File: config.mk
export PLATFORM = sky130hd
export DESIGN_NAME = tristate_line_rx
export DESIGN_NICKNAME = d
export VERILOG_FILES = /design/src/rtl/tristate_bus_pkg.sv /design/src/rtl/rx_bit_timer.sv /design/src/rtl/tristate_line_rx.sv
export SDC_FILE = /design/constraint.sdc
export NUM_CORES = 1
export LEC_CHECK = 0
export ABC_AREA = 0
export CAP_MARGIN = 20
export CORE_MARGIN = 4
export CORE_UTILIZATION = 30
export CTS_CLUSTER_DIAMETER = 60
export DETAILED_ROUTE_END_ITERATION = 12
export GPL_ROUTABILITY_DRIVEN = 0
export SYNTH_ARGS = -nofsm -noshare
export SYNTH_HDL_FRONTEND = slang
export SYNTH_HIERARCHICAL = 1
export SYNTH_SLANG_ARGS = --single-unit
export TNS_END_PERCENT = 5
File: constraint.sdc
create_clock -name clk -period 1.9 [get_ports clk]
set_clock_uncertainty 0.15 [all_clocks]
set_input_delay 0.475 -clock clk [delete_from_list [all_inputs] [get_ports clk]]
set_output_delay 0.475 -clock clk [all_outputs]
set_load 0.03 [all_outputs]
File: src/rtl/tristate_bus_pkg.sv
// rtl/tristate_bus_pkg.sv - shared constants for the tristate line receiver and transmitter.
// Optional parity is selected by TRISTATE_RX_PARITY_EN in the users of this package.
package tristate_bus_pkg;

    localparam int DATA_W               = 8;
    localparam int DEFAULT_CLKS_PER_BIT = 16;

    localparam logic [2:0] IDLE      = 3'd0;
    localparam logic [2:0] START     = 3'd1;
    localparam logic [2:0] DATA      = 3'd2;
    localparam logic [2:0] PARITY    = 3'd3;
    localparam logic [2:0] STOP      = 3'd4;
    localparam logic [2:0] WAIT_HIGH = 3'd5;

    // Parity bit that makes the total count of ones across data+parity even.
    function automatic logic even_parity(input logic [DATA_W-1:0] d);
        return ^d;
    endfunction

endpackage

File: src/rtl/rx_bit_timer.sv
// rtl/rx_bit_timer.sv - per-bit cycle counter with clear, mid-bit and end-of-bit ticks.
module rx_bit_timer #(
    parameter int CLKS_PER_BIT = 16
) (
    input  logic clk,
    input  logic rst,
    input  logic clr,
    output logic half_tick,
    output logic full_tick
);

    localparam int TW = $clog2(CLKS_PER_BIT);
    localparam logic [TW-1:0] HALF = TW'(CLKS_PER_BIT / 2 - 1);
    localparam logic [TW-1:0] LAST = TW'(CLKS_PER_BIT - 1);
    localparam logic [TW-1:0] ONE  = TW'(1);

    logic [TW-1:0] count;

    always_ff @(posedge clk) begin
        if (rst || clr) begin
            count <= '0;
        end else if (count == LAST) begin
            count <= '0;
        end else begin
            count <= count + ONE;
        end
    end

    assign half_tick = (count == HALF);
    assign full_tick = (count == LAST);

endmodule

File: src/rtl/tristate_line_rx.sv
// rtl/tristate_line_rx.sv - single-wire pulled-up line receiver, 8N1 or 8E1 with TRISTATE_RX_PARITY_EN.
module tristate_line_rx
    import tristate_bus_pkg::*;
#(
    parameter int CLKS_PER_BIT = DEFAULT_CLKS_PER_BIT
) (
    input  logic              clk,
    input  logic              rst,
    input  logic              line_in,
    output logic [DATA_W-1:0] data_out,
    output logic              data_valid,
    output logic              frame_err,
    output logic              parity_err
);

    logic              sync_ff;
    logic              line_s;
    logic [2:0]        state;
    logic [2:0]        bit_cnt;
    logic [DATA_W-1:0] shift_reg;
    logic              timer_clr;
    logic              half_tick;
    logic              full_tick;
`ifdef TRISTATE_RX_PARITY_EN
    logic              par_bad;
`endif

    // Synchronizer resets to the idle (pulled-up) level so reset never looks like a start bit.
    always_ff @(posedge clk) begin
        if (rst) begin
            sync_ff <= 1'b1;
            line_s  <= 1'b1;
        end else begin
            sync_ff <= line_in;
            line_s  <= sync_ff;
        end
    end

    // Timer is re-phased at the falling edge and again at mid-start, so later full ticks land mid-bit.
    assign timer_clr = (state == IDLE) || ((state == START) && half_tick);

    rx_bit_timer #(
        .CLKS_PER_BIT(CLKS_PER_BIT)
    ) u_timer (
        .clk      (clk),
        .rst      (rst),
        .clr      (timer_clr),
        .half_tick(half_tick),
        .full_tick(full_tick)
    );

    always_ff @(posedge clk) begin
        if (rst) begin
            state      <= IDLE;
            bit_cnt    <= 3'd0;
            shift_reg  <= '0;
            data_out   <= '0;
            data_valid <= 1'b0;
            frame_err  <= 1'b0;
`ifdef TRISTATE_RX_PARITY_EN
            par_bad    <= 1'b0;
            parity_err <= 1'b0;
`endif
        end else begin
            data_valid <= 1'b0;
            frame_err  <= 1'b0;
`ifdef TRISTATE_RX_PARITY_EN
            parity_err <= 1'b0;
`endif
            case (state)
                IDLE: begin
                    if (!line_s) state <= START;
                end
                START: begin
                    bit_cnt <= 3'd0;
`ifdef TRISTATE_RX_PARITY_EN
                    par_bad <= 1'b0;
`endif
                    if (half_tick) state <= line_s ? IDLE : DATA;
                end
                DATA: begin
                    if (full_tick) begin
                        shift_reg <= {line_s, shift_reg[DATA_W-1:1]};
                        bit_cnt   <= bit_cnt + 3'd1;
                        if (bit_cnt == 3'(DATA_W - 1)) begin
`ifdef TRISTATE_RX_PARITY_EN
                            state <= PARITY;
`else
                            state <= STOP;
`endif
                        end
                    end
                end
`ifdef TRISTATE_RX_PARITY_EN
                PARITY: begin
                    if (full_tick) begin
                        par_bad <= (line_s != even_parity(shift_reg));
                        state   <= STOP;
                    end
                end
`endif
                STOP: begin
                    if (full_tick) begin
                        if (line_s) begin
`ifdef TRISTATE_RX_PARITY_EN
                            if (par_bad) begin
                                parity_err <= 1'b1;
                            end else begin
                                data_out   <= shift_reg;
                                data_valid <= 1'b1;
                            end
`else
                            data_out   <= shift_reg;
                            data_valid <= 1'b1;
`endif
                            state <= IDLE;
                        end else begin
                            frame_err <= 1'b1;
                            state     <= WAIT_HIGH;
                        end
                    end
                end
                WAIT_HIGH: begin
                    if (line_s) state <= IDLE;
                end
                default: state <= IDLE;
            endcase
        end
    end

`ifndef TRISTATE_RX_PARITY_EN
    assign parity_err = 1'b0;
`endif

endmodule

==> metrics.txt, run 1 <==
outcome complete, no violations; Reg clk slew, reported paths around 60 ps; Synth Register Bits 30; Critical Path Source Type flop; Pins Over Slew Limit 0; largest area contributor in the netlist dfxtp_1; remaining global-route overflow 0; DRC 0; VDD IR max between 0.2 and 0.25 mV; largest net degree at the start of global routing 17; Synth Flop Type dfxtp_1; clk buf depth 2; die extent in x 74.1 um; CP arrival roughly 1800 ps; root buf cell clkbuf_8; Tot Pwr 0.00121 W; number of port buffers 12; PD cells approximately 760 nW/um2; FF-to-FF End shift_reg[4]$_SDFFE_PP0P_; CTS tree yes; routed wire length approximately 2600 um; maximum fanout along the worst path 9; Tightest Pin Transition ~500 ps; cell count after synthesis 139; number of global-route vias before repair 1001; CTS Buf Count 5; hold path endpoint line_s$_SDFF_PP1_; Synth area leaders dfxtp_1 46%, mux2i_1 6.1%, o21ai_1 4.6%; initial antenna violation count 0; Final nets between 150 and 200; area share of the largest cell type after synthesis a little under half; unique cell type count in the Yosys netlist 39; fraction of layout cells with a size suffix above 1 between 10% and 20%; final HPWL from detailed placement ~1900 um; RSZ-0062 raised after global routing false; Synth warnings 6; Pleak 0.642 nW; FP Rows 23; Final Instance Area 1580 um2; Slew HR roughly two thirds; critical path class reg2reg; post-CTS setup buffer count 0; Die Height 74.1 um; Syn-to-layout area delta 20.8%; Post-DP Area 1490 um2; Avg Inst Size Synth 9.42 um2; Synth Area in Compound Gates 15.2%; Post-synth EDFFs 0; data required time of the worst path ~1900 ps; Synthesized Nets ~150; diode count 0; final hold viol count 0; Layout fillers around 430; R2R cell count 6; XOR/XNOR Fraction of Synth Area 0.669%; clk sink count 30; largest family of logic cells by synthesized area simple AND/OR/NAND/NOR gates; first-pass GRT wire length approximately 4300 um; drt wl/cell around 13 um; Setup violations, final 0; DRT Pass-1 Iters 4; FFs w/ async S/R, synth 0%; sequential fraction of the synthesis area 45.8%; Post-Syn Area 1310 um2; mux cell area share after synthesis 6.11%; initial core utilization between 30% and 40%; hold crit path type reg2reg; Final Cycle Share a little over nine tenths; f_max 0.558 GHz; Ports 14; Final ANT Viol Nets 0; CP endpoint kind flop; Tmin final about 1800 ps; Reg2Reg Launch Point u_timer/count[1]$_SDFF_PP0_; Die Area between 5000 and 6000 um2; Post-Synth Simple-Gate Area about 23%; worst skew pair latency between 200 and 300 ps; vias per cell a little under 5; H-tree levels 2; cell count of the worst hold path 1; GRT Total Usage 10.1%; via count 1013; initial DRC count 47; Finished Core Util about two fifths; setup tns final 0 ps; setup slack, reg-to-reg approximately 110 ps; Core Region a little over 4000 um2; Max-Cap Viols 0; hold wc startpoint sync_ff$_SDFF_PP1_; Synth Area in Adders 2.87%; final hold slack ~260 ps
## layout make-up
| cell class | instances | area [um2] | area share (%) |
|---|---|---|---|
| repair buffers | 19 | 180 | 11.4 |
| clock buffers | 7 | 86.3 | 5.45 |
| multi-input cells | 95 | 636 | 40.2 |
| clock inverters | 1 | 5.00 | 0.316 |
| flip-flops and latches | 30 | 602 | 38.0 |
| well taps | 50 | 62.6 | 3.95 |
| inverters | 3 | 11.3 | 0.711 |
## worst max-delay path, cell delays in order, from the launching register on
cell and delay [ps]:
dfxtp_1 370, ha_2 240, and3_4 260, and4bb_1 260, buf_12 140, mux2i_1 190
nor2_1 50
## synthesized netlist by cell type, drive strengths merged, types with 2 or more instances
| cell | n |
|---|---|
| nand3b | 2 |
| a211oi | 2 |
| nand2 | 4 |
| o2bb2ai | 2 |
| nor4b | 2 |
| clkbuf | 5 |
| nor2 | 12 |
| nor4 | 3 |
| dfxtp | 30 |
| mux2i | 8 |
| buf | 6 |
| ha | 3 |
| a2111oi | 2 |
| a21oi | 13 |
| or2 | 2 |
| nand3 | 8 |
| nand2b | 5 |
| inv | 3 |
| o21ai | 12 |
| nor3 | 2 |
## cell usage in the layout (no fill, tap or decap), types with 2 or more instances in the layout
cell             instances
inv_1                    3
mux2i_1                  8
buf_4                    6
nand2_1                  4
ha_1                     2
nand3_1                  8
nor2_1                  12
a21oi_2                  2
dlygate4sd2_1            8
a211oi_1                 2
nand2b_1                 5
o21ai_1                 12
or2_1                    2
o2bb2ai_1                2
dfxtp_1                 29
nor4_1                   3
clkbuf_8                 6
nor3_1                   2
clkdlybuf4s50_1          2
dlymetal6s2s_1           2
a21oi_1                 11
## per-layer routing
metal	wire length, um	vias up	global-route usage, %	part of all wire (%)
met2	1280	17	17.3	49
met5	0	-	0	0
met1	1160	471	10.8	45
met3	98	4	3.38	3.8
li1	-	521	-	-
met4	41	0	6.04	1.6
## how the worst max path moves through the flow
stage | slack (ps) | to | from
3_5_place_dp | 40 | shift_reg[4]$_SDFFE_PP0P_ | u_timer/count[0]$_SDFF_PP0_
5_1_grt | 10 | shift_reg[4]$_SDFFE_PP0P_ | u_timer/count[1]$_SDFF_PP0_
4_1_cts | 8 | data_valid | data_valid$_SDFF_PP0_
3_3_place_gp | 130 | shift_reg[6]$_SDFFE_PP0P_ | u_timer/count[0]$_SDFF_PP0_
2_1_floorplan | 80 | shift_reg[0]$_SDFFE_PP0P_ | u_timer/count[0]$_SDFF_PP0_
6_report | 110 | shift_reg[4]$_SDFFE_PP0P_ | u_timer/count[1]$_SDFF_PP0_
## per-stage QoR
stage	instances	setup slack (ps)
final	205	109
after global routing	205	12.9
after CTS	205	8.26
after detailed placement	197	43.5
after global placement	197	125
after floorplan	139	82.4
## cell families after synthesis
logic type                 Yosys count
xor gates and xnor gates             1
AOI/OAI and AO/OA                   33
buffers and inverters               14
muxes                                8
and+or+nand+nor                     49
DFF                                 30
other                                1
adders and majority gates            3
## timing repair
action | in CTS | in global routing
setup endpoints to repair | 8 | 13
gates resized for setup | 8 | 4
hold buffers | 0 | 0
## report_power, final
part / internal [W] / leakage (nW) / total [W] / switching (W)
combinational: 0.0000184 / 0.351 / 0.0000415 / 0.0000231
sequential: 0.000633 / 0.243 / 0.000640 / 0.00000685
clock: 0.000292 / 0.0482 / 0.000524 / 0.000233
No activity file was read; power rests on OpenSTA's default activity.
==> run 2, diff against run 1 <==
--- a/config.mk
+++ b/config.mk
@@ -12,6 +12,8 @@
 export CTS_CLUSTER_DIAMETER = 60
 export DETAILED_ROUTE_END_ITERATION = 12
 export GPL_ROUTABILITY_DRIVEN = 0
+export HOLD_SLACK_MARGIN = 0.08
+export PLACE_DENSITY = 0.46
 export SYNTH_ARGS = -nofsm -noshare
 export SYNTH_HDL_FRONTEND = slang
 export SYNTH_HIERARCHICAL = 1
==> run 2 against run 1 <==
  * Via count is 0.39% lower
  * First-iteration DRC count is 47% higher
  * Critical endpoint is now frame_err
  * Hold slack worse by 2.7 ps
==> metrics.txt, run 2 (synthesis gave the netlist of run 1 again) <==
DRC 0 (unchanged); first-pass GRT wire length 4640 um (+8.5%); routed wire length 2700 um (+4.5%); CP top delay family buffers and inverters; Syn-to-layout area delta 22.9%; H-tree levels 2 (unchanged); Tmin final 1860 ps (+72.6 ps); area of the multi-input gates 643 um2 (+1.2%); Critical Path Source Type flop; Tot Pwr 0.00122 W (+0.90%); data required time of the worst path 1270 ps (-650 ps); post-CTS setup buffer count 0 (unchanged); Die Area 5490 um2 (unchanged); Layout fillers 412 (-3.1%); CTS Buf Count 5 (unchanged); die extent in x 74.1 um (unchanged); CP arrival 1240 ps (-570 ps); final std cells w/o fill 206 (+0.49%); Final Cycle Share 98.1% (+3.8 points); final HPWL from detailed placement 1950 um (+2.7%); Die Height 74.1 um (unchanged); clk sink count 30 (unchanged); VDD IR max 0.356 mV (+57%); critical path buffer and inverter count 1 (unchanged); Core Region 4120 um2 (unchanged); Final ANT Viol Nets 0 (unchanged); hold crit path type reg2reg; CTS tree yes; Max-Cap Viols 0 (unchanged); Ports 14 (unchanged); number of global-route vias before repair 967 (-3.4%); most frequent cells in the layout 30 x dfxtp_1, 12 x o21ai_1, 11 x nor2_1, 11 x a21oi_1; remaining global-route overflow 0 (unchanged); PD cells 755 nW/um2 (-0.82%); Pleak 0.632 nW (-1.6%); number of port buffers 12 (unchanged); Finished Core Util 39.1% (+0.67 points); largest net degree at the start of global routing 22 (+5); vias per cell 4.90 (-0.88%); critical path class reg2out; outcome complete, no violations; FP Rows 23 (unchanged); drt wl/cell 13.1 um (+4.0%); GRT Total Usage 11.2% (+1.1 points); CP max stage delay 660 ps (+290 ps); Final Instance Area 1610 um2 (+1.7%); maximum fanout along the worst path 1 (-8); Setup violations, final 0 (unchanged); DP Cell Count 198 (+0.51%); f_max 0.537 GHz (-3.9%); worst skew pair latency 280 ps (about the same); CP endpoint kind output port; initial core utilization 31.8% (unchanged); DRT Pass-1 Iters 4 (unchanged); initial antenna violation count 0 (unchanged); diode count 0 (unchanged); final hold viol count 0 (unchanged); Slew HR 56.7% (-9.9 points); Final nets 161 (+0.63%); clk buf depth 2 (unchanged); flip-flop and latch area 601 um2 (-0.21%); Pins Over Slew Limit 0 (unchanged); fraction of layout cells with a size suffix above 1 16.0% (+1.8 points); RSZ-0062 raised after global routing false; Critical-path top delay cell clkdlybuf4s50_1; setup tns final 0 ps (unchanged); most common cell after layout, fill and taps aside dfxtp_1; Tightest Pin Transition 633 ps (+133 ps); Reg clk slew, reported paths 60 ps (about the same); Post-DP Area 1510 um2 (+1.3%); via count 1009 (-0.39%); CP cell instances clkdlybuf4s50_1; root buf cell clkbuf_8; initial DRC count 69 (+47%)
-- run 2: cell count changes in the layout (fill, tap and decap cells not counted), sizes merged --
cell           change
clkinvlp           +1
clkbuf             -1
clkdlybuf4s50      +1
buf                +1
dlymetal6s2s       -1
-- run 2: metrics by stage --
stage	setup WS [ps]	hold slack [ps]
2_1_floorplan	82.4	233
3_3_place_gp	144	240
3_5_place_dp	122	248
4_1_cts	9.19	263
5_1_grt	0.104	290
6_report	36.8	258
-- run 2: power breakdown --
| part | switching (W) | internal, W | leakage, nW | total [W] |
|---|---|---|---|---|
| registers | 0.00000503 | 0.000633 | 0.242 | 0.000638 |
| clock network | 0.000240 | 0.000290 | 0.0472 | 0.000530 |
| logic | 0.0000271 | 0.0000212 | 0.342 | 0.0000483 |
-- run 2: metal layers --
metal | global-route usage (%) | wire length, um | part of all wire (%) | vias up
li1 | - | - | - | 521
met1 | 16.0 | 1380 | 51 | 460
met2 | 15.4 | 1120 | 41 | 21
met3 | 3.65 | 142 | 5.3 | 7
met4 | 4.83 | 55 | 2.0 | 0
met5 | 0 | 0 | 0 | -
-- run 2: final timing paths --
kind / cells past startpoint / slack (ps) / from / endpoint
hold reg to reg: 1 / 260 / sync_ff$_SDFF_PP1_ / line_s$_SDFF_PP1_
hold / removal: 1 / 260 / sync_ff$_SDFF_PP1_ / line_s$_SDFF_PP1_
setup / recovery: 1 / 40 / frame_err$_SDFF_PP0_ / frame_err
setup reg to reg: 6 / 150 / u_timer/count[0]$_SDFF_PP0_ / shift_reg[1]$_SDFFE_PP0P_
-- run 2: timing repair --
action,in CTS,in global routing
gates cloned,0,0
gates resized for setup,8,4
setup endpoints to repair,8,6
hold buffers,0,0
-- run 2: layout make-up --
cell class	count	area share, %
tap	50	3.89
clock inverter	2	0.777
multi-input combinational	95	39.9
inverter	3	0.699
sequential	30	37.3
timing repair buffer	20	12.3
clock buffer	6	5.13
==> run 3, diff against run 2 <==
--- a/config.mk
+++ b/config.mk
@@ -6,7 +6,7 @@
 export NUM_CORES = 1
 export LEC_CHECK = 0
 export ABC_AREA = 0
-export CAP_MARGIN = 20
+export CAP_MARGIN = 15
 export CORE_MARGIN = 4
 export CORE_UTILIZATION = 30
 export CTS_CLUSTER_DIAMETER = 60
==> constraint.sdc (replaced) <==
create_clock -name clk -period 1.7 [get_ports clk]
set_clock_uncertainty 0.15 [all_clocks]
set_input_delay 0.425 -clock clk [delete_from_list [all_inputs] [get_ports clk]]
set_output_delay 0.425 -clock clk [all_outputs]
set_load 0.03 [all_outputs]
==> run 3 against run 2 <==
  * Wire length increased by 0.59%
  * Critical path depth increased by 5
  * Setup slack lost 28 ps
  * Largest cell class unchanged
==> metrics.txt, run 3 (synthesis gave the netlist of run 1 again) <==
outcome complete, no violations; f_max between 0.5 and 0.6 GHz; initial DRC count 47 (-32%); FF-to-FF End shift_reg[4]$_SDFFE_PP0P_; Critical Path End shift_reg[4]$_SDFFE_PP0P_; via count 1019 (+0.99%); met3 Usage GRT 3.65% (unchanged); data required time of the worst path 1710 ps (+440 ps); final std cells w/o fill 212 (+2.9%); root buf cell clkbuf_8; Pleak 0.659 nW (+4.3%); remaining global-route overflow 0 (unchanged); vias per cell 4.81 (-1.9%); R2R cell count 6 (unchanged); first-pass GRT wire length 4750 um (+2.4%); critical path class reg2reg; Tmin final about 1700 ps; CTS Buf Count 5 (unchanged); Final ANT Viol Nets 0 (unchanged); GRT Total Usage 11.3% (+0.12 points); setup slack, reg-to-reg 8 ps (-140 ps); post-place setup slack 12.9 ps (-109 ps); most frequent cells in the layout 28 x dfxtp_1, 12 x o21ai_1, 12 x buf_4; VDD IR max 0.545 mV (+53%); Die Area 5490 um2 (unchanged); final HPWL from detailed placement 2000 um (+2.8%); routed wire length 2720 um (+0.59%); CTS tree yes; FP Rows 23 (unchanged); Max-Cap Viols 0 (unchanged); most common cell after layout, fill and taps aside dfxtp_1; diode count 0 (unchanged); Core Region 4120 um2 (unchanged); RSZ-0062 raised after global routing true; Syn-to-layout area delta 27.5%; Ports 14 (unchanged); number of port buffers 12 (unchanged); Reg clk slew, reported paths 60 ps (about the same); DP Cell Count 202 (+2.0%); clk sink count 30 (unchanged); hold wc startpoint sync_ff$_SDFF_PP1_; Reg2Reg Launch Point u_timer/count[1]$_SDFF_PP0_; fraction of layout cells with a size suffix above 1 21.0% (+5.0 points); CP endpoint kind flop; DRC 0 (unchanged); PD cells 806 nW/um2 (+6.7%); Pins Over Slew Limit 0 (unchanged); Crit. Startpoint u_timer/count[1]$_SDFF_PP0_; clk buf depth 2 (unchanged); drt wl/cell 12.8 um (-2.3%); final hold viol count 0 (unchanged); CP arrival 1700 ps (+460 ps); Critical Path Source Type flop; initial core utilization 31.8% (unchanged); die extent in x 74.1 um (unchanged); Die Height 74.1 um (unchanged); M1 GR Usage 15.8% (-0.17 points); Final nets 167 (+3.7%); Final Cycle Share between 90% and 100%; Setup violations, final 0 (unchanged); gr busiest metal met1; hold crit path type reg2reg; H-tree levels 2 (unchanged); largest net degree at the start of global routing 13 (-41%); Final Instance Area 1670 um2 (+3.7%); number of global-route vias before repair 974 (+0.72%); slack of the critical path 8.35 ps (-28.4 ps); initial antenna violation count 0 (unchanged); Post-DP Area 1560 um2 (+3.0%); met2 Track Usage GR 15.6% (+0.30 points); DRT Pass-1 Iters 4 (unchanged); maximum fanout along the worst path 9 (+8); worst skew pair latency 280 ps (about the same)
[run 3: metrics by stage]
stage | setup TNS [ps] | total power (W) | hold WS, ps | util (%)
3_3_place_gp | 0 | 0.000788 | 239 | 37.9
2_1_floorplan | 0 | 0.000762 | 233 | -
4_1_cts | 0 | 0.00137 | 260 | 39.8
6_report | 0 | 0.00135 | 254 | 40.6
3_5_place_dp | 0 | 0.000789 | 241 | 37.9
5_1_grt | -272 | 0.00141 | 261 | 40.6
[run 3: area by class of cell]
type | count | area, um2
sequential | 30 | 606
multi-input combinational | 95 | 662
fill | 422 | 2440
timing repair buffer | 26 | 238
clock inverter | 1 | 5.00
tap | 50 | 62.6
inverter | 3 | 11.3
clock buffer | 7 | 86.3
[run 3: what timing repair did]
item,CTS,global route
gates resized for setup,11,4
pin swaps,0,2
hold buffers,0,0
endpoints found under the setup margin,11,14
buffers inserted,0,2
[run 3: worst min-delay path by stage]
| stage | depth (start not counted) | to |
|---|---|---|
| 2_1_floorplan | 1 | line_s$_SDFF_PP1_ |
| 3_3_place_gp | 1 | line_s$_SDFF_PP1_ |
| 3_5_place_dp | 1 | line_s$_SDFF_PP1_ |
| 4_1_cts | 1 | line_s$_SDFF_PP1_ |
| 5_1_grt | 1 | line_s$_SDFF_PP1_ |
| 6_report | 1 | line_s$_SDFF_PP1_ |
[run 3: critical path, cell delays in order, from the launching register on]
cell and delay [ps]:
dfxtp_4 370, ha_4 160, and3_4 220, and4bb_1 250
buf_12 150, mux2i_2 220, nor2_1 60
[run 3: power breakdown]
group / total [W] / switching, W / internal, W / leakage, nW
Combinational: 0.0000608 / 0.0000317 / 0.0000291 / 0.367
Clock: 0.000575 / 0.000249 / 0.000326 / 0.0482
Sequential: 0.000711 / 0.00000452 / 0.000706 / 0.243
[run 3: routing by layer]
metal | part of all wire, % | wire length [um]
met1 | 51 | 1370
met2 | 44 | 1190
met3 | 3.9 | 106
met4 | 1.7 | 45
met5 | 0 | 0
